--- src/rtl/atm_bank_responder.sv ---
// atm_bank_responder
// Bank-side responder for the ATM controller. Accepts one request at a time
// over a valid/ready handshake, evaluates it against a small card table
// (balance, failed-PIN count, blocked flag, session-authorised flag) and
// returns a registered response code and balance.
//
// Ports:
//   clock         single clock, all state on posedge
//   reset         synchronous, active-low
//   req_valid     request present
//   req_ready     high only while idle
//   req_op        0 VERIFY, 1 WITHDRAW, 2 BALANCE, 3 UNBLOCK
//   card_id       card table index
//   pin           PIN for VERIFY / UNBLOCK
//   amount        unsigned withdraw amount
//   resp_valid    response present, held until resp_ready
//   resp_ready    initiator consumes response
//   resp_code     0 OK, 1 BAD_PIN, 2 BLOCKED, 3 INSUFFICIENT, 4 NOT_AUTH
//   resp_balance  card balance after the op when OK, else 0
//   card_blocked  live blocked flag per card
//
// States:
//   state     | meaning
//   ST_IDLE   | req_ready high, waiting for a request
//   ST_LOOKUP | addressed card entry copied into working registers
//   ST_EXEC   | op evaluated, card entry written back, response loaded
//   ST_RESP   | resp_valid raised on first edge, dropped on handshake

module atm_bank_responder #(
    parameter int          NUM_CARDS    = 4,
    parameter logic [15:0] PIN_VALID    = 16'd1234,
    parameter logic [15:0] ADMIN_PIN    = 16'hBEEF,
    parameter logic [15:0] BALANCE_INIT = 16'd10000,
    parameter int          MAX_FAILS    = 2,
    localparam int         CARD_W       = (NUM_CARDS > 1) ? $clog2(NUM_CARDS) : 1
) (
    input  logic                 clock,
    input  logic                 reset,
    input  logic                 req_valid,
    output logic                 req_ready,
    input  logic [1:0]           req_op,
    input  logic [CARD_W-1:0]    card_id,
    input  logic [15:0]          pin,
    input  logic [15:0]          amount,
    output logic                 resp_valid,
    input  logic                 resp_ready,
    output logic [2:0]           resp_code,
    output logic [15:0]          resp_balance,
    output logic [NUM_CARDS-1:0] card_blocked
);

    localparam int            FW    = $clog2(MAX_FAILS + 1);
    localparam logic [FW-1:0] MAX_F = FW'(MAX_FAILS);

    localparam logic [1:0] OP_VERIFY   = 2'd0;
    localparam logic [1:0] OP_WITHDRAW = 2'd1;
    localparam logic [1:0] OP_BALANCE  = 2'd2;
    localparam logic [1:0] OP_UNBLOCK  = 2'd3;

    localparam logic [2:0] RC_OK           = 3'd0;
    localparam logic [2:0] RC_BAD_PIN      = 3'd1;
    localparam logic [2:0] RC_BLOCKED      = 3'd2;
    localparam logic [2:0] RC_INSUFFICIENT = 3'd3;
    localparam logic [2:0] RC_NOT_AUTH     = 3'd4;

    typedef enum logic [1:0] {
        ST_IDLE,
        ST_LOOKUP,
        ST_EXEC,
        ST_RESP
    } state_t;

    state_t state;

    // card table
    logic [15:0]          balance [NUM_CARDS];
    logic [FW-1:0]        fails   [NUM_CARDS];
    logic [NUM_CARDS-1:0] blocked;
    logic [NUM_CARDS-1:0] auth;

    // latched request
    logic [1:0]        op_q;
    logic [CARD_W-1:0] card_q;
    logic [15:0]       pin_q;
    logic [15:0]       amount_q;

    // working copy of the addressed card
    logic [15:0]   lk_balance;
    logic [FW-1:0] lk_fails;
    logic          lk_blocked;
    logic          lk_auth;

    // evaluated entry and response
    logic [15:0]   ex_balance;
    logic [FW-1:0] ex_fails;
    logic [FW-1:0] fails_inc;
    logic          ex_blocked;
    logic          ex_auth;
    logic [2:0]    ex_code;
    logic [15:0]   ex_resp_bal;

    assign card_blocked = blocked;

    always_comb begin
        ex_balance  = lk_balance;
        ex_fails    = lk_fails;
        ex_blocked  = lk_blocked;
        ex_auth     = lk_auth;
        ex_code     = RC_OK;
        ex_resp_bal = 16'd0;
        fails_inc   = (lk_fails >= MAX_F) ? MAX_F : lk_fails + FW'(1);

        if (lk_blocked && (op_q != OP_UNBLOCK)) begin
            ex_code = RC_BLOCKED;
        end else begin
            case (op_q)
                OP_VERIFY: begin
                    if (pin_q == PIN_VALID) begin
                        ex_fails = '0;
                        ex_auth  = 1'b1;
                        ex_code  = RC_OK;
                    end else begin
                        ex_fails = fails_inc;
                        ex_auth  = 1'b0;
                        if (fails_inc >= MAX_F) begin
                            ex_blocked = 1'b1;
                            ex_code    = RC_BLOCKED;
                        end else begin
                            ex_code = RC_BAD_PIN;
                        end
                    end
                end
                OP_WITHDRAW: begin
                    if (!lk_auth) begin
                        ex_code = RC_NOT_AUTH;
                    end else begin
                        // one withdrawal per successful verify, funded or not
                        ex_auth = 1'b0;
                        if (amount_q <= lk_balance) begin
                            ex_balance = lk_balance - amount_q;
                            ex_code    = RC_OK;
                        end else begin
                            ex_code = RC_INSUFFICIENT;
                        end
                    end
                end
                OP_BALANCE: begin
                    ex_code = lk_auth ? RC_OK : RC_NOT_AUTH;
                end
                default: begin
                    if (pin_q == ADMIN_PIN) begin
                        ex_blocked = 1'b0;
                        ex_fails   = '0;
                        ex_auth    = 1'b0;
                        ex_code    = RC_OK;
                    end else begin
                        ex_code = RC_BAD_PIN;
                    end
                end
            endcase
        end

        if (ex_code == RC_OK)
            ex_resp_bal = ex_balance;
    end

    always_ff @(posedge clock) begin
        if (!reset) begin
            state        <= ST_IDLE;
            req_ready    <= 1'b1;
            resp_valid   <= 1'b0;
            resp_code    <= RC_OK;
            resp_balance <= 16'd0;
            op_q         <= OP_VERIFY;
            card_q       <= '0;
            pin_q        <= 16'd0;
            amount_q     <= 16'd0;
            lk_balance   <= 16'd0;
            lk_fails     <= '0;
            lk_blocked   <= 1'b0;
            lk_auth      <= 1'b0;
            blocked      <= '0;
            auth         <= '0;
            for (int i = 0; i < NUM_CARDS; i++) begin
                balance[i] <= BALANCE_INIT;
                fails[i]   <= '0;
            end
        end else begin
            case (state)
                ST_IDLE: begin
                    if (req_valid && req_ready) begin
                        op_q      <= req_op;
                        card_q    <= card_id;
                        pin_q     <= pin;
                        amount_q  <= amount;
                        req_ready <= 1'b0;
                        state     <= ST_LOOKUP;
                    end
                end
                ST_LOOKUP: begin
                    lk_balance <= balance[card_q];
                    lk_fails   <= fails[card_q];
                    lk_blocked <= blocked[card_q];
                    lk_auth    <= auth[card_q];
                    state      <= ST_EXEC;
                end
                ST_EXEC: begin
                    balance[card_q] <= ex_balance;
                    fails[card_q]   <= ex_fails;
                    blocked[card_q] <= ex_blocked;
                    auth[card_q]    <= ex_auth;
                    resp_code       <= ex_code;
                    resp_balance    <= ex_resp_bal;
                    state           <= ST_RESP;
                end
                default: begin
                    // card_blocked is already visible one cycle before resp_valid
                    if (!resp_valid) begin
                        resp_valid <= 1'b1;
                    end else if (resp_ready) begin
                        resp_valid <= 1'b0;
                        req_ready  <= 1'b1;
                        state      <= ST_IDLE;
                    end
                end
            endcase
        end
    end

endmodule

--- config.mk ---
export PLATFORM = sky130hd
export DESIGN_NAME = atm_bank_responder
export DESIGN_NICKNAME = d
export VERILOG_FILES = /design/src/rtl/atm_bank_responder.sv
export SDC_FILE = /design/constraint.sdc
export NUM_CORES = 1
export LEC_CHECK = 0
export CORE_ASPECT_RATIO = 0.7
export CORE_MARGIN = 3
export CORE_UTILIZATION = 25
export CTS_CLUSTER_DIAMETER = 60
export CTS_CLUSTER_SIZE = 20
export DETAILED_ROUTE_END_ITERATION = 12
export SYNTH_ARGS = -nofsm -noshare
export SYNTH_HDL_FRONTEND = slang
export SYNTH_SLANG_ARGS = --single-unit
--- constraint.sdc ---
create_clock -name clock -period 3.65 [get_ports clock]
set_input_delay 0.5475 -clock clock [delete_from_list [all_inputs] [get_ports clock]]
set_output_delay 0.5475 -clock clock [all_outputs]
set_load 0.01 [all_outputs]
# Word level (Yosys, flattened, before mapping)
# Memories as Yosys holds them, arrays and structs flattened. A register that Yosys moved wholly into a read port is not among the register bits.
# Cells that the tools add are included.
# totals
regBits	69
latchBits	0
mem_bits_rw	72
romBits	0
out_inout_bits	25
n_memories	2
# mem_list
name	depth	width	rd	rd_clocked_by_memory_dff	write_ports	line_no	source
balance	4	16	1	1	4	76	logic [15:0] balance [NUM_CARDS];
fails	4	2	1	1	4	77	logic [FW-1:0] fails [NUM_CARDS];
# classes
addsub	2
multipliers	0
div	0
n_lt_le_gt_ge	5
eq_ne	8
shifts	0
muxes	55
bitwise	1
reduce_logical	20
# ops
op	count
2-to-1 mux 16 bit	6
2-to-1 mux 2 bit	13
2-to-1 mux 1 bit	22
equality test 16 x 11 -> 1 bit (second input constant)	1
equality test 16 bit (second input constant)	1
less-or-equal comparator 16 bit	1
OR reduction 16 bit	1
subtractor 16 bit	1
2-to-1 mux 3 bit	3
one-hot mux 3 bit (3 select lines)	1
bitwise mux 4 bit	2
nonzero test 4 bit	2
one-hot mux 2 bit (3 select lines)	1
OR reduction 2 bit	3
binary-select mux 1 bit (select 2 bit)	2
equality test 2 x 1 -> 1 bit (second input constant)	2
equality test 2 bit (second input constant)	2
greater-or-equal comparator 2 bit (second input constant)	2
zero test 2 bit	2
!= test 2 bit (second input constant)	2
one-hot mux 1 bit (2 select lines)	2
one-hot mux 2 bit (2 select lines)	1
AND reduction 4 bit	1
nonzero test 2 bit	2
other kinds (12)	15

# Logic depth before layout (Yosys ltp)
# Gate-level depths: netlist of the first run.
# depth
word_depth	9
mapped_depth	13
mapped_depth_nobuf	12

# Least setup slack after synthesis of the first run
# No wires, ideal clock.
# synth_path
path_type	reg-to-reg
from	register lk_balance[0], read port of balance
to	memory balance[0][12] (data pin)
arrival_ns	2.405
t_required_ns	3.381
slack_ns	0.976
path_stages_with_launch	13
path_buffers	1
synth_period_minus_slack_ns	2.674
path_cell_list	dfxtp_1 inv_1 ha_1 inv_1 fa_1 a21oi_2 o211ai_2 a31oi_4 a21oi_2 o21ai_2 buf_6 mux2i_1 nor2_1
# synth_rtl
item	line_no	source
start: declaration	88	logic [15:0] lk_balance;
end: declaration	76	

==> summary.txt, run 1 <==
Pwr
  – P_leak: 0.00310 µW
  – Pwr Density: 679 nW/µm²
  – Overall power: 6200 µW
  – Worst VDD drop: 0.337 mV
  – Logic gate share of total power: 36.6%
  – Cell-internal power: 3950 µW
  – Flop pwr share: 35.8%
  – Sw frac: 36.3%
  – Switching power: 2250 µW
  – Clk pwr share: 27.6%

Routing
  – TritonRoute pass-1 iters: 5
  – Via count: 5431
  – DRT iter0 DRCs: 361
  – Wire per inst: 16.6 µm
  – DRC violations left: 0
  – DR vias/cell: 4.64
  – Total wire length: 19500 µm
  – Final ANT Viol Nets: 0

Floorplanning
  – IO Pins: 65
  – Total die area: 32300 µm²
  – CORE AREA: 29300 µm²
  – Row Count: 52
  – Die height: 151 µm
  – Starting Density: 25.7%
  – Width of the die: 213 µm

Timing
  – Final setup viols: 0
  – Worst Tran Pin Value: 0.866 ns
  – Post-layout min period: 3.03 ns
  – Setup Skew: 0.0169 ns
  – Fin. Hold Viols: 0
  – Final Max Slew Viols: 0
  – Sum Neg Setup Slack: 0 ns
  – Fmax: 330 MHz
  – RSZ-0062 raised after global routing: false
  – Max-slew headroom: 42.2%
  – Period utilization: 83.0%

Clock network
  – Root Buffer: clkbuf_16
  – Clk_lat worst skew: 0.44 ns
  – TritonCTS Sinks: 159
  – CTS-repair resized insts: 0
  – Max clock buf depth: 2
  – H-Tree Depth: 4
  – CTS buffer count: 17
  – Clock slew at reported path FFs: 0.07 ns
  – Postcts setup bufs: 0
  – CTS tree: built
  – CTS Hold Bufs: 0

Yosys
  – Number of synthesized flops with an enable pin: 72
  – Synth warn: 0
  – Post-synthesis cell type count: 61
  – Post-synth top cells: nand2_1, dfxtp_1, edfxtp_1, nor2_1, a21boi_0
  – Dominant cell type by area after synthesis: edfxtp_1
  – Syn_nets: 786
  – Most frequent cell after synthesis: nand2_1
  – Post-synthesis register bit count: 159
  – Ys flop type: dfxtp_1
  – Ys async rst share: 0%
  – Top cells by area, synth: edfxtp_1, dfxtp_1, nand2_1, mux4_2, ha_1
  – Post-synthesis average cell area: 10.4 µm²
  – Top-area cell type share of the netlist area: 28.7%
  – Sequential share of the synthesized area: 51.8%
  – Synth Instances: 721
  – Post-Syn Area: 7530 µm²

Critical path
  – Crit. End Element: flip-flop
  – Crit-path max FO: 24
  – Worst Setup SP: lk_balance[0]
  – Slowest stage delay, CP: 0.43 ns
  – Worst r2r dst: balance[2][6]
  – Reg2Reg Setup Slack: 0.62 ns
  – Slowest CP cell: fa_1
  – Worst Setup EP: balance[2][6]
  – CP cell instances: inv_1 > ha_1 > inv_1 > fa_1 > a21oi_2 > o211ai_2 > a31oi_4 > a21oi_2 > o21ai_2 > buf_4 > nor2_1 > a21oi_1 > nor2_1
  – Required time of the critical path: 3.80 ns
  – Setup Crit Path Kind: flip-flop to flip-flop
  – R2r startpoint: lk_balance[0]
  – Arrival @ worst endpoint: 3.18 ns
  – FF-to-FF path depth: 13
  – CP Launch Type: flip-flop

Layout
  – Nets: 845
  – Final instance area: 9140 µm²
  – Area delta synth->final: 21.3%
  – Register area: 3900 µm²
  – FILL cells: 3051
  – Area of the multi-input gates: 3360 µm²
  – Number of diodes: 0
  – Share of cells above drive strength 1: 12.0%

GRT
  – Largest net degree at the start of global routing: 68
  – Global-route wire length before repair: 30900 µm
  – Initial antenna violation count: 1
  – Total gr overflow: 0
  – Total track usage: 12.6%
  – Vias in the first global route: 5476

Placed design
  – Port Buffer Count: 64
  – Dpl hpwl: 13400 µm
  – Final Wtd Congestion: 0.782
  – Placed instance area: 8580 µm²

Hold path
  – Worst Hold Class: input port to flip-flop

Job
  – Number of max-cap violations: 0

Status
  – Status: finished clean
==> how the worst min path moves through the flow <==
stage / start / to / slack, ns / depth (start not counted)
floorplan: auth[0] / auth[0] / 0.42 / 2
global placement: resp_balance[3] / resp_balance[3] / 0.44 / 2
detailed placement: resp_balance[0] / resp_balance[0] / 0.44 / 2
CTS: reset / lk_fails[0] / 0.40 / 2
global route: reset / lk_fails[0] / 0.42 / 2
finish: reset / lk_fails[0] / 0.42 / 2
==> flip-flops by register name (all words and copies together), names as in the netlist, 4 cells and up <==
signal and flops:
balance 64, fails 8, lk_balance 16, pin_q 16, amount_q 16, auth 4, card_blocked 4, resp_balance 16
==> layout by cell type, fill, tap and decap left out, types with 4 or more instances in the layout <==
cell type / count
buf_4: 14
o21ai_0: 27
xnor2_1: 6
clkdlybuf4s50_1: 63
a21o_1: 5
edfxtp_1: 72
xor2_1: 8
and2_1: 5
clkbuf_16: 17
o21ai_2: 11
mux4_2: 20
nor4_1: 4
nor3_1: 8
nor2_1: 63
clkinv_2: 4
nand2_1: 125
ha_1: 24
a21boi_0: 38
nor2b_1: 30
inv_1: 28
dfxtp_1: 87
nand2b_1: 4
nand3_1: 22
mux2i_1: 27
a21oi_2: 7
a21oi_1: 18
==> worst max-delay path: cells and delay by family (launching register included) <==
kind / cells / cell delay (ns)
AND/OR/NAND/NOR: 2 / 0.20
AO/OA/AOI/OAI: 6 / 1.21
buffers and inverters: 3 / 0.43
flip-flops: 1 / 0.33
adder cells (fa/ha/maj): 2 / 0.58
==> final cells by class <==
class / count / share of cell area [%]
Clock buffer: 19 / 4.85
Clock inverter: 13 / 1.23
Multi-Input combinational cell: 496 / 36.8
Timing Repair Buffer: 78 / 8.11
Tap cell: 378 / 5.18
Sequential cell: 159 / 42.7
Inverter: 28 / 1.15
==> logic make-up after synthesis <==
group	share of synthesized area [%]
xor+xnor	1.63
flops	51.8
buf+inv	3.56
mux	9.57
simple gates	16.4
fa+ha+maj	4.25
compound gates	12.8
==> per-layer routing <==
layer / global-route usage, % / share of wire, % / vias to the layer above
li1: - / - / 2657
met1: 17.8 / 50 / 2658
met2: 19.6 / 45 / 99
met3: 3.19 / 4.2 / 15
met4: 2.87 / 0.62 / 2
met5: 0 / 0.036 / -
==> metrics by stage <==
step,instances,worst slack [ns],util (%),hold WS (ns)
floorplan,721,0.976,-,0.420
global placement,1139,0.678,29.3,0.437
detailed placement,1139,0.643,29.3,0.441
CTS,1171,0.600,31.2,0.400
global route,1171,0.354,31.2,0.419
finish,1171,0.622,31.2,0.417
==> power by group through the flow <==
stage	registers [µW]	clock network (µW)	logic, µW
2_1_floorplan	2200	0	1710
3_3_place_gp	2250	0	2260
3_5_place_dp	2260	0	2270
4_1_cts	2220	1750	2280
5_1_grt	2240	1830	2540
6_report	2220	1710	2270
(Power assumes the default switching activity.)
==> inputs of run 2 (changes only) <==
==> constraint.sdc (replaced) <==
create_clock -name clock -period 3 [get_ports clock]
set_input_delay 0.45 -clock clock [delete_from_list [all_inputs] [get_ports clock]]
set_output_delay 0.45 -clock clock [all_outputs]
set_load 0.01 [all_outputs]
==> summary.txt, run 2 (synthesized netlist as in run 1, its figures left out) <==
Hold path
  – Worst hold start: reset
  – Hold EP: req_ready
  – Min-Delay Path Depth: 2 (unchanged)
  – Worst Hold Class: input port to flip-flop

Critical path
  – Reg2Reg Setup Slack: 0.19 ns (-0.43 ns)
  – Arrival @ worst endpoint: 2.98 ns (-0.20 ns)
  – FF-to-FF path depth: 14 (+1)
  – CP Launch Type: flip-flop
  – Worst path bufs/invs: 4 (+1)
  – Crit-path max FO: 5 (-79%)
  – Crit path max-delay family: compound AO/OA/AOI/OAI gates
  – WP depth: 14 (+1)
  – Slowest stage delay, CP: 0.37 ns (-0.06 ns)
  – Crit. End Element: flip-flop
  – Slowest CP cell: fa_2
  – Worst r2r dst: balance[0][14]
  – CP cell instances: inv_1 > ha_1 > inv_1 > fa_2 > a21oi_2 > o211ai_2 > a31oi_4 > buf_4 > o21bai_1 > a221o_1 > xor2_1 > mux2i_1 > buf_4 > nor2_1
  – Setup Crit Path Kind: flip-flop to flip-flop
  – R2r startpoint: lk_balance[0]
  – Required time of the critical path: 3.17 ns (-0.63 ns)

Routing
  – Total wire length: 19100 µm (-1.6%)
  – Final ANT Viol Nets: 0 (unchanged)
  – DR vias/cell: 4.61 (-0.61%)
  – DRC violations left: 0 (unchanged)
  – Met3 wire length: 850 µm (+3.7%)
  – TritonRoute pass-1 iters: 4 (-1)
  – DRT iter0 DRCs: 414 (+15%)
  – Wire per inst: 16.2 µm (-2.6%)
  – Met1 WL: 9550 µm (-2.2%)
  – Top sig layer: met4
  – Routed wl met2: 8550 µm (-2.2%)
  – Via count: 5453 (+0.41%)

Layout
  – Final instance area: 9330 µm² (+2.1%)
  – Nets: 857 (+1.4%)
  – Commonest non-fill, non-tap cells in the layout: nand2_1, dfxtp_1, edfxtp_1, nor2_1, clkdlybuf4s50_1
  – Top reg by flops: balance
  – Finished Core Util: 31.9% (+0.65 points)
  – Largest register FFs: 64 (unchanged)
  – FILL cells: 3048 (-0.098%)
  – Area delta synth->final: 23.8%
  – Share of cells above drive strength 1: 13.8% (+1.8 points)
  – Number of diodes: 0 (unchanged)
  – Leading cell type in the layout, fill and taps excluded: nand2_1

Placed design
  – Port Buffer Count: 64 (unchanged)
  – Dpl hpwl: 13500 µm (+0.64%)
  – Placed instance area: 8680 µm² (+1.2%)
  – Final Wtd Congestion: 0.799 (+2.1%)

Status
  – Status: finished clean

Timing
  – Post-layout min period: 2.81 ns (-0.218 ns)
  – Sum Neg Setup Slack: 0 ns (unchanged)
  – Final setup viols: 0 (unchanged)
  – Period utilization: 93.7% (+11 points)
  – Final Max Slew Viols: 0 (unchanged)
  – Fin. Hold Viols: 0 (unchanged)
  – RSZ-0062 raised after global routing: false
  – Max-slew headroom: 40.1% (-2.1 points)
  – Setup Skew: 0.00860 ns (-0.00827 ns)
  – Worst Tran Pin Value: 0.897 ns (+0.0314 ns)
  – Fmax: 356 MHz (+7.8%)

GRT
  – Largest net degree at the start of global routing: 56 (-18%)
  – Initial antenna violation count: 0 (-1)
  – Global-route wire length before repair: 31000 µm (+0.33%)
  – Total track usage: 12.6% (-0.065 points)
  – Vias in the first global route: 5633 (+2.9%)
  – Total gr overflow: 0 (unchanged)

Floorplanning
  – Starting Density: 25.7% (unchanged)
  – IO Pins: 65 (unchanged)
  – Die height: 151 µm (unchanged)
  – Total die area: 32300 µm² (unchanged)
  – CORE AREA: 29300 µm² (unchanged)
  – Row Count: 52 (unchanged)
  – Width of the die: 213 µm (unchanged)

Clock network
  – Max clock buf depth: 2 (unchanged)
  – Clk_lat worst skew: 0.44 ns (about the same)
  – CTS buffer count: 17 (unchanged)
  – H-Tree Depth: 4 (unchanged)
  – CTS tree: built
  – Clock slew at reported path FFs: 0.07 ns (about the same)
  – TritonCTS Sinks: 159 (unchanged)
  – Root Buffer: clkbuf_16

Pwr
  – P_leak: 0.00319 µW (+2.8%)
  – Pwr Density: 845 nW/µm² (+24%)
  – Worst VDD drop: 0.400 mV (+19%)

Job
  – Number of max-cap violations: 0 (unchanged)
-- run 2: cell count changes in the layout (fill, tap and decap cells not counted), sizes merged --
cell / previous run / this run
clkinv: 7 / 4
inv: 31 / 34
bufinv: 1 / 3
buf: 15 / 27
clkbuf: 19 / 17
-- run 2: worst max path at each step --
stage / from / to / slack [ns]
finish: lk_balance[0] / balance[0][14] / 0.19
global route: lk_balance[0] / balance[0][14] / 0.06
CTS: lk_balance[0] / balance[1][1] / 0.12
detailed placement: lk_balance[0] / balance[1][1] / 0.17
global placement: lk_balance[0] / balance[2][10] / 0.21
floorplan: lk_balance[0] / balance[0][12] / 0.33
-- run 2: area by class of cell --
cell class	instances	area, µm²	area share, %
clock buffers	17	425	4.56
repair buffers	90	856	9.18
clock inverters	15	198	2.12
multi-input cells	496	3360	36.1
flip-flops and latches	159	3900	41.9
inverters	28	105	1.13
well taps	378	473	5.07
-- run 2: what timing repair did --
action / in CTS / in global routing
gates resized for setup: 0 / 2
hold buffers: 0 / 0
endpoints found under the setup margin: 0 / 20
buffers inserted: 0 / 2
-- run 2: power by group --
part | total (µW) | internal, µW | switching (µW)
logic | 2870 | 1210 | 1660
clock network | 2320 | 1340 | 983
registers | 2690 | 2520 | 176
-- run 2: per-layer routing --
metal	track usage, %	vias up
met5	0	-
met4	2.87	0
met3	3.25	20
met2	19.9	108
met1	17.3	2647
li1	-	2678
-- run 2: worst reg2reg max path, cell delays in order, from the launching register on --
cell and delay (ns):
dfxtp_1 0.33, inv_1 0.06, ha_1 0.16, inv_1 0.06
fa_2 0.37, a21oi_2 0.17, o211ai_2 0.12, a31oi_4 0.24
buf_4 0.16, o21bai_1 0.08, a221o_1 0.31, xor2_1 0.15
mux2i_1 0.12, buf_4 0.15, nor2_1 0.06
-- run 2: through the flow --
stage                     setup WS, ns  hold slack (ns)  cells  total power, µW
after detailed placement         0.166            0.440   1149             5540
final                            0.190            0.330   1183             7880
after floorplan                  0.326            0.420    721             4760
after CTS                        0.125            0.310   1181             7880
after global placement           0.209            0.441   1149             5520
after global routing            0.0585            0.339   1183             8390
==> inputs of run 3 (changes only) <==
--- a/config.mk
+++ b/config.mk
@@ -6,7 +6,7 @@
 export NUM_CORES = 1
 export LEC_CHECK = 0
 export CORE_ASPECT_RATIO = 0.7
-export CORE_MARGIN = 3
+export CORE_MARGIN = 10
 export CORE_UTILIZATION = 25
 export CTS_CLUSTER_DIAMETER = 60
 export CTS_CLUSTER_SIZE = 20
==> summary.txt, run 3 (synthesized netlist as in run 1, its figures left out) <==
Timing
  – Setup Skew: 0.00949 ns (+0.000898 ns)
  – WHS: 0.340 ns (+0.0105 ns)
  – Post-layout min period: 2.78 ns (-0.0330 ns)
  – Sum Neg Setup Slack: 0 ns (unchanged)
  – Max-slew headroom: 39.3% (-0.84 points)
  – Period utilization: 92.6% (-1.1 points)
  – Fin. Hold Viols: 0 (unchanged)
  – Final setup viols: 0 (unchanged)
  – Worst Tran Pin Value: 0.910 ns (+0.0126 ns)
  – Final Max Slew Viols: 0 (unchanged)
  – Fmax: 360 MHz (+1.2%)
  – RSZ-0062 raised after global routing: false

Routing
  – Final ANT Viol Nets: 0 (unchanged)
  – Total wire length: 19300 µm (+0.77%)
  – Via count: 5435 (-0.33%)
  – DRC violations left: 0 (unchanged)
  – DR vias/cell: 4.57 (-0.75%)
  – Wire per inst: 16.2 µm (+0.34%)
  – TritonRoute pass-1 iters: 5 (+1)
  – DRT iter0 DRCs: 458 (+11%)

Placed design
  – Port Buffer Count: 64 (unchanged)
  – Dpl hpwl: 13800 µm (+2.3%)
  – Placed instance area: 8690 µm² (+0.10%)
  – Placed Cells: 1156 (+0.61%)
  – Final Wtd Congestion: 0.789 (-1.2%)

GRT
  – Global-route wire length before repair: 31000 µm (unchanged)
  – Total gr overflow: 0 (unchanged)
  – Largest net degree at the start of global routing: 67 (+20%)
  – Total track usage: 10.8% (-1.8 points)
  – Initial antenna violation count: 0 (unchanged)
  – Vias in the first global route: 5455 (-3.2%)

Hold path
  – Worst Hold Class: input port to flip-flop
  – Worst hold start: reset

Clock network
  – TritonCTS Sinks: 159 (unchanged)
  – Max clock buf depth: 2 (unchanged)
  – Clk_lat worst skew: 0.44 ns (about the same)
  – H-Tree Depth: 4 (unchanged)
  – CTS buffer count: 17 (unchanged)
  – CTS tree: built
  – Root Buffer: clkbuf_16
  – Clock slew at reported path FFs: 0.07 ns (about the same)
  – CTS Hold Bufs: 0 (unchanged)

Layout
  – Nets: 855 (-0.23%)
  – Area of the multi-input gates: 3380 µm² (+0.41%)
  – Number of diodes: 0 (unchanged)
  – Finished Layout Cells: 1188 (+0.42%)
  – Final instance area: 9280 µm² (-0.44%)
  – Register area: 3900 µm² (unchanged)
  – Area delta synth->final: 23.3%
  – Leading cell type in the layout, fill and taps excluded: nand2_1
  – Share of cells above drive strength 1: 13.1% (-0.71 points)
  – FILL cells: 3089 (+1.3%)
  – Largest register FFs: 64 (unchanged)
  – Top reg by flops: balance
  – Commonest non-fill, non-tap cells in the layout: nand2_1, dfxtp_1, edfxtp_1, nor2_1, clkdlybuf4s50_1

Floorplanning
  – Starting Density: 25.2% (-0.49 points)
  – Width of the die: 227 µm (+6.6%)
  – Die height: 165 µm (+9.3%)
  – Row Count: 53 (+1.9%)
  – Total die area: 37600 µm² (+16%)
  – CORE AREA: 29800 µm² (+1.9%)
  – IO Pins: 65 (unchanged)

Pwr
  – Worst VDD drop: 0.442 mV (+11%)
  – Pwr Density: 827 nW/µm² (-2.1%)
  – P_leak: 0.00315 µW (-1.2%)

Critical path
  – CP Launch Type: flip-flop
  – Setup Crit Path Kind: flip-flop to flip-flop
  – Worst Setup SP: lk_balance[0]
  – R2r startpoint: lk_balance[0]
  – Crit-path max FO: 5 (unchanged)
  – Crit. End Element: flip-flop
  – Required time of the critical path: 3.17 ns (about the same)
  – Arrival @ worst endpoint: 2.95 ns (-0.03 ns)

Status
  – Status: finished clean

Job
  – Number of max-cap violations: 0 (unchanged)
[run 3: cell types whose count changed in the layout (fill, tap and decap cells not counted), sizes merged]
| cell | delta |
|---|---|
| clkbuf | +7 |
| inv | -5 |
| buf | -2 |
| bufinv | -2 |
| clkinv | +1 |
| clkinvlp | -1 |
[run 3: critical path, cell delays in order (launching register included)]
cell      delay (ns)
dfxtp_1         0.33
inv_1           0.06
ha_1            0.16
inv_1           0.05
fa_1            0.43
a21oi_2         0.18
o211ai_2        0.12
a31oi_4         0.24
o21bai_1        0.14
a221o_1         0.33
xor2_1          0.14
mux2i_1         0.12
buf_4           0.16
nor2_1          0.04
[run 3: metal layers]
layer	part of all wire [%]	GRT usage (%)
met1	49	14.8
met2	45	16.4
met3	5.2	3.05
met4	0.88	2.90
met5	0	0
[run 3: path summary, 6_finish.rpt]
check             slack [ns]         endpoint  cells past startpoint
setup / recovery        0.22   balance[2][14]                     13
hold / removal          0.34      lk_fails[1]                      2
setup reg to reg        0.22   balance[2][14]                     13
hold reg to reg         0.46  resp_balance[8]                      2
[run 3: report_power, final]
part	total, µW	internal, µW	leakage (µW)	switching (µW)
Combinational	2850	1180	0.00149	1670
Clock	2130	1240	0.000279	893
Sequential	2700	2520	0.00138	184
Total	7680	4930	0.00315	2750
[run 3: layout make-up]
cell class | count | area share, %
clock buffer | 24 | 5.32
multi-input combinational | 496 | 36.4
clock inverter | 8 | 0.863
tap | 385 | 5.19
sequential | 159 | 42.0
inverter | 28 | 1.13
timing repair buffer | 88 | 9.06
[run 3: stage by stage]
| step | utilization [%] | power (µW) | setup slack [ns] |
|---|---|---|---|
| after floorplan | - | 4760 | 0.326 |
| after CTS | 31.0 | 7720 | 0.0980 |
| final | 31.1 | 7680 | 0.223 |
| after detailed placement | 29.1 | 5570 | 0.124 |
| after global routing | 31.1 | 8180 | 0.0104 |
| after global placement | 29.1 | 5560 | 0.231 |
[run 3: timing repair]
item | in CTS | in global routing
buffers inserted | 0 | 0
endpoints found under the setup margin | 0 | 8
resized for setup | 0 | 4
==> patch (settings of run 1) <==
The parameter `MAX_FAILS` goes from 2 to 4.
--- a/src/rtl/atm_bank_responder.sv
+++ b/src/rtl/atm_bank_responder.sv
@@ -31,7 +31,7 @@
     parameter logic [15:0] PIN_VALID    = 16'd1234,
     parameter logic [15:0] ADMIN_PIN    = 16'hBEEF,
     parameter logic [15:0] BALANCE_INIT = 16'd10000,
-    parameter int          MAX_FAILS    = 2,
+    parameter int          MAX_FAILS    = 4,
     localparam int         CARD_W       = (NUM_CARDS > 1) ? $clog2(NUM_CARDS) : 1
 ) (
     input  logic                 clock,
Check against the original RTL: not equivalent (Yosys sat finds a counterexample within 10 cycles, from zero or initial values and one cycle with reset low).
==> patch against run 1 <==
  * Final area is 5.0% higher
  * First-iteration DRC count grew 35%
  * Worst setup slack worse by 0.28 ns
  * Via count is 11% higher
  * Clock power is 8% higher
  * Total power decreased by 12%
  * Sequential cell count increased by 5
  * Synthesized area is 4.6% higher
  * Routed wire length up 12%
  * Largest power group is now registers
  * Combinational power fell by 37%
  * Core utilization increased by 0.25 points
  * Largest cell class unchanged
==> patch: results (changes against run 1) <==
DP Cell Count 1234 (was 1139); Post-synth EDFFs 76 (was 72); main area contributors after synthesis edfxtp_1 (29%), dfxtp_1 (22%), nand2_1 (6.1%), mux4_2 (6.0%), a21oi_1 (4.3%) (was edfxtp_1 (29%), dfxtp_1 (23%), nand2_1 (6.2%), mux4_2 (6.0%), ha_1 (4.0%)); Worst Hold End resp_balance[8] (was lk_fails[0]); Setup Skew 0.00680 ns (was 0.0169 ns); DR iter-0 viols 489 (was 361); Final Net Count 908 (was 845); layout cells sized above 1 10.9% (was 12.0%); worst-path fanout max 27 (was 24); Clk power 0.00184 W (was 0.00171 W); hold_ws 0.448 ns (was 0.417 ns); VDD IR max 262 uV (was 337 uV); DRT Pass-1 Iters 6 (was 5); CP peak stage delay 0.83 ns (was 0.43 ns); #MultiIn Comb 531 (was 496); largest register by flop count balance (unchanged); Mapped Nets 848 (was 786); multi-input gate share of total cell area 36.4% (was 36.8%); pre-CTS WS 0.375 ns (was 0.643 ns); detailed placement HPWL 15400 um (was 13400 um); Filler cells 3183 (was 3051); antenna violations before repair 0 (was 1); reg-to-reg setup timing slack 0.34 ns (was 0.62 ns); Slowest-stage cell, CP a31oi_4 (was fa_1); Worst EP arrival 3.47 ns (was 3.18 ns); inverters 43 (was 28); vias per inst 4.76 (was 4.64); Worst Hold Class flop to flop (was input port to flop); status finished, final reports clean (unchanged); core area 30500 sq um (was 29300 sq um); Post-Route WL 21800 um (was 19500 um); Slew HR 33.7% (was 42.2%); routability cong. 0.849 (was 0.782); first-pass GRT wire length 34500 um (was 30900 um); Reg area 4050 sq um (was 3900 sq um); Lkg Pwr 3.31 nW (was 3.10 nW); Logic power comb 0.00144 W (was 0.00227 W); GR Util All Layers 13.3% (was 12.6%); Commonest cells post-synth nand2_1 (127), dfxtp_1 (88), nor2_1 (83) (was nand2_1 (125), dfxtp_1 (87), edfxtp_1 (72)); non-clock buffer area fraction after layout 8.24% (was 8.11%); RR Startpoint amount_q[10] (was lk_balance[0]); Clock-cell share 6.16% (was 6.08%); Buffers, non-clock 84 (was 78); multi-input logic area 3490 sq um (was 3360 sq um); Worst Setup EP balance[1][3] (was balance[2][6]); final sequential cell count 164 (was 159); R2R cell count 9 (was 13); Seq/Total Area, Yosys 51.4% (was 51.8%); DR WL/cell 17.2 um (was 16.6 um); internal power 0.00364 W (was 0.00395 W); min Tclk post-route 3.31 ns (was 3.03 ns)
## patch: cell count changes after synthesis, moves of 5 or more
cell | before | now
nor2b_1 | 30 | 8
buf_2 | 1 | 7
a21oi_2 | 7 | 0
nand2b_1 | 4 | 9
clkbuf_1 | 29 | 24
a21oi_1 | 18 | 67
a21boi_0 | 38 | 0
nor2_1 | 63 | 83
o21ai_2 | 11 | 3
o21ai_1 | 2 | 11
xor2_1 | 8 | 2
inv_1 | 28 | 42
o21ai_0 | 27 | 17
## patch: per-layer routing
layer / share of wire, % / routed length [um] / global-route usage [%]
met1: 48 / 10500 / 19.1
met2: 44 / 9650 / 20.1
met3: 6.2 / 1350 / 3.04
met4: 1.4 / 297 / 3.76
met5: 0 / 0 / 0
## patch: logic make-up (layout without fill, tap and decap cells)
group           after synthesis  after routing  synth area share (%)
compound gates              145            145                  11.6
fa+ha+maj                    27             27                  4.39
xor+xnor                     11             11                  1.22
flops                       164            164                  51.4
mux                          51             51                  9.82
buf+inv                      86            159                  4.32
simple gates                297            297                  17.3
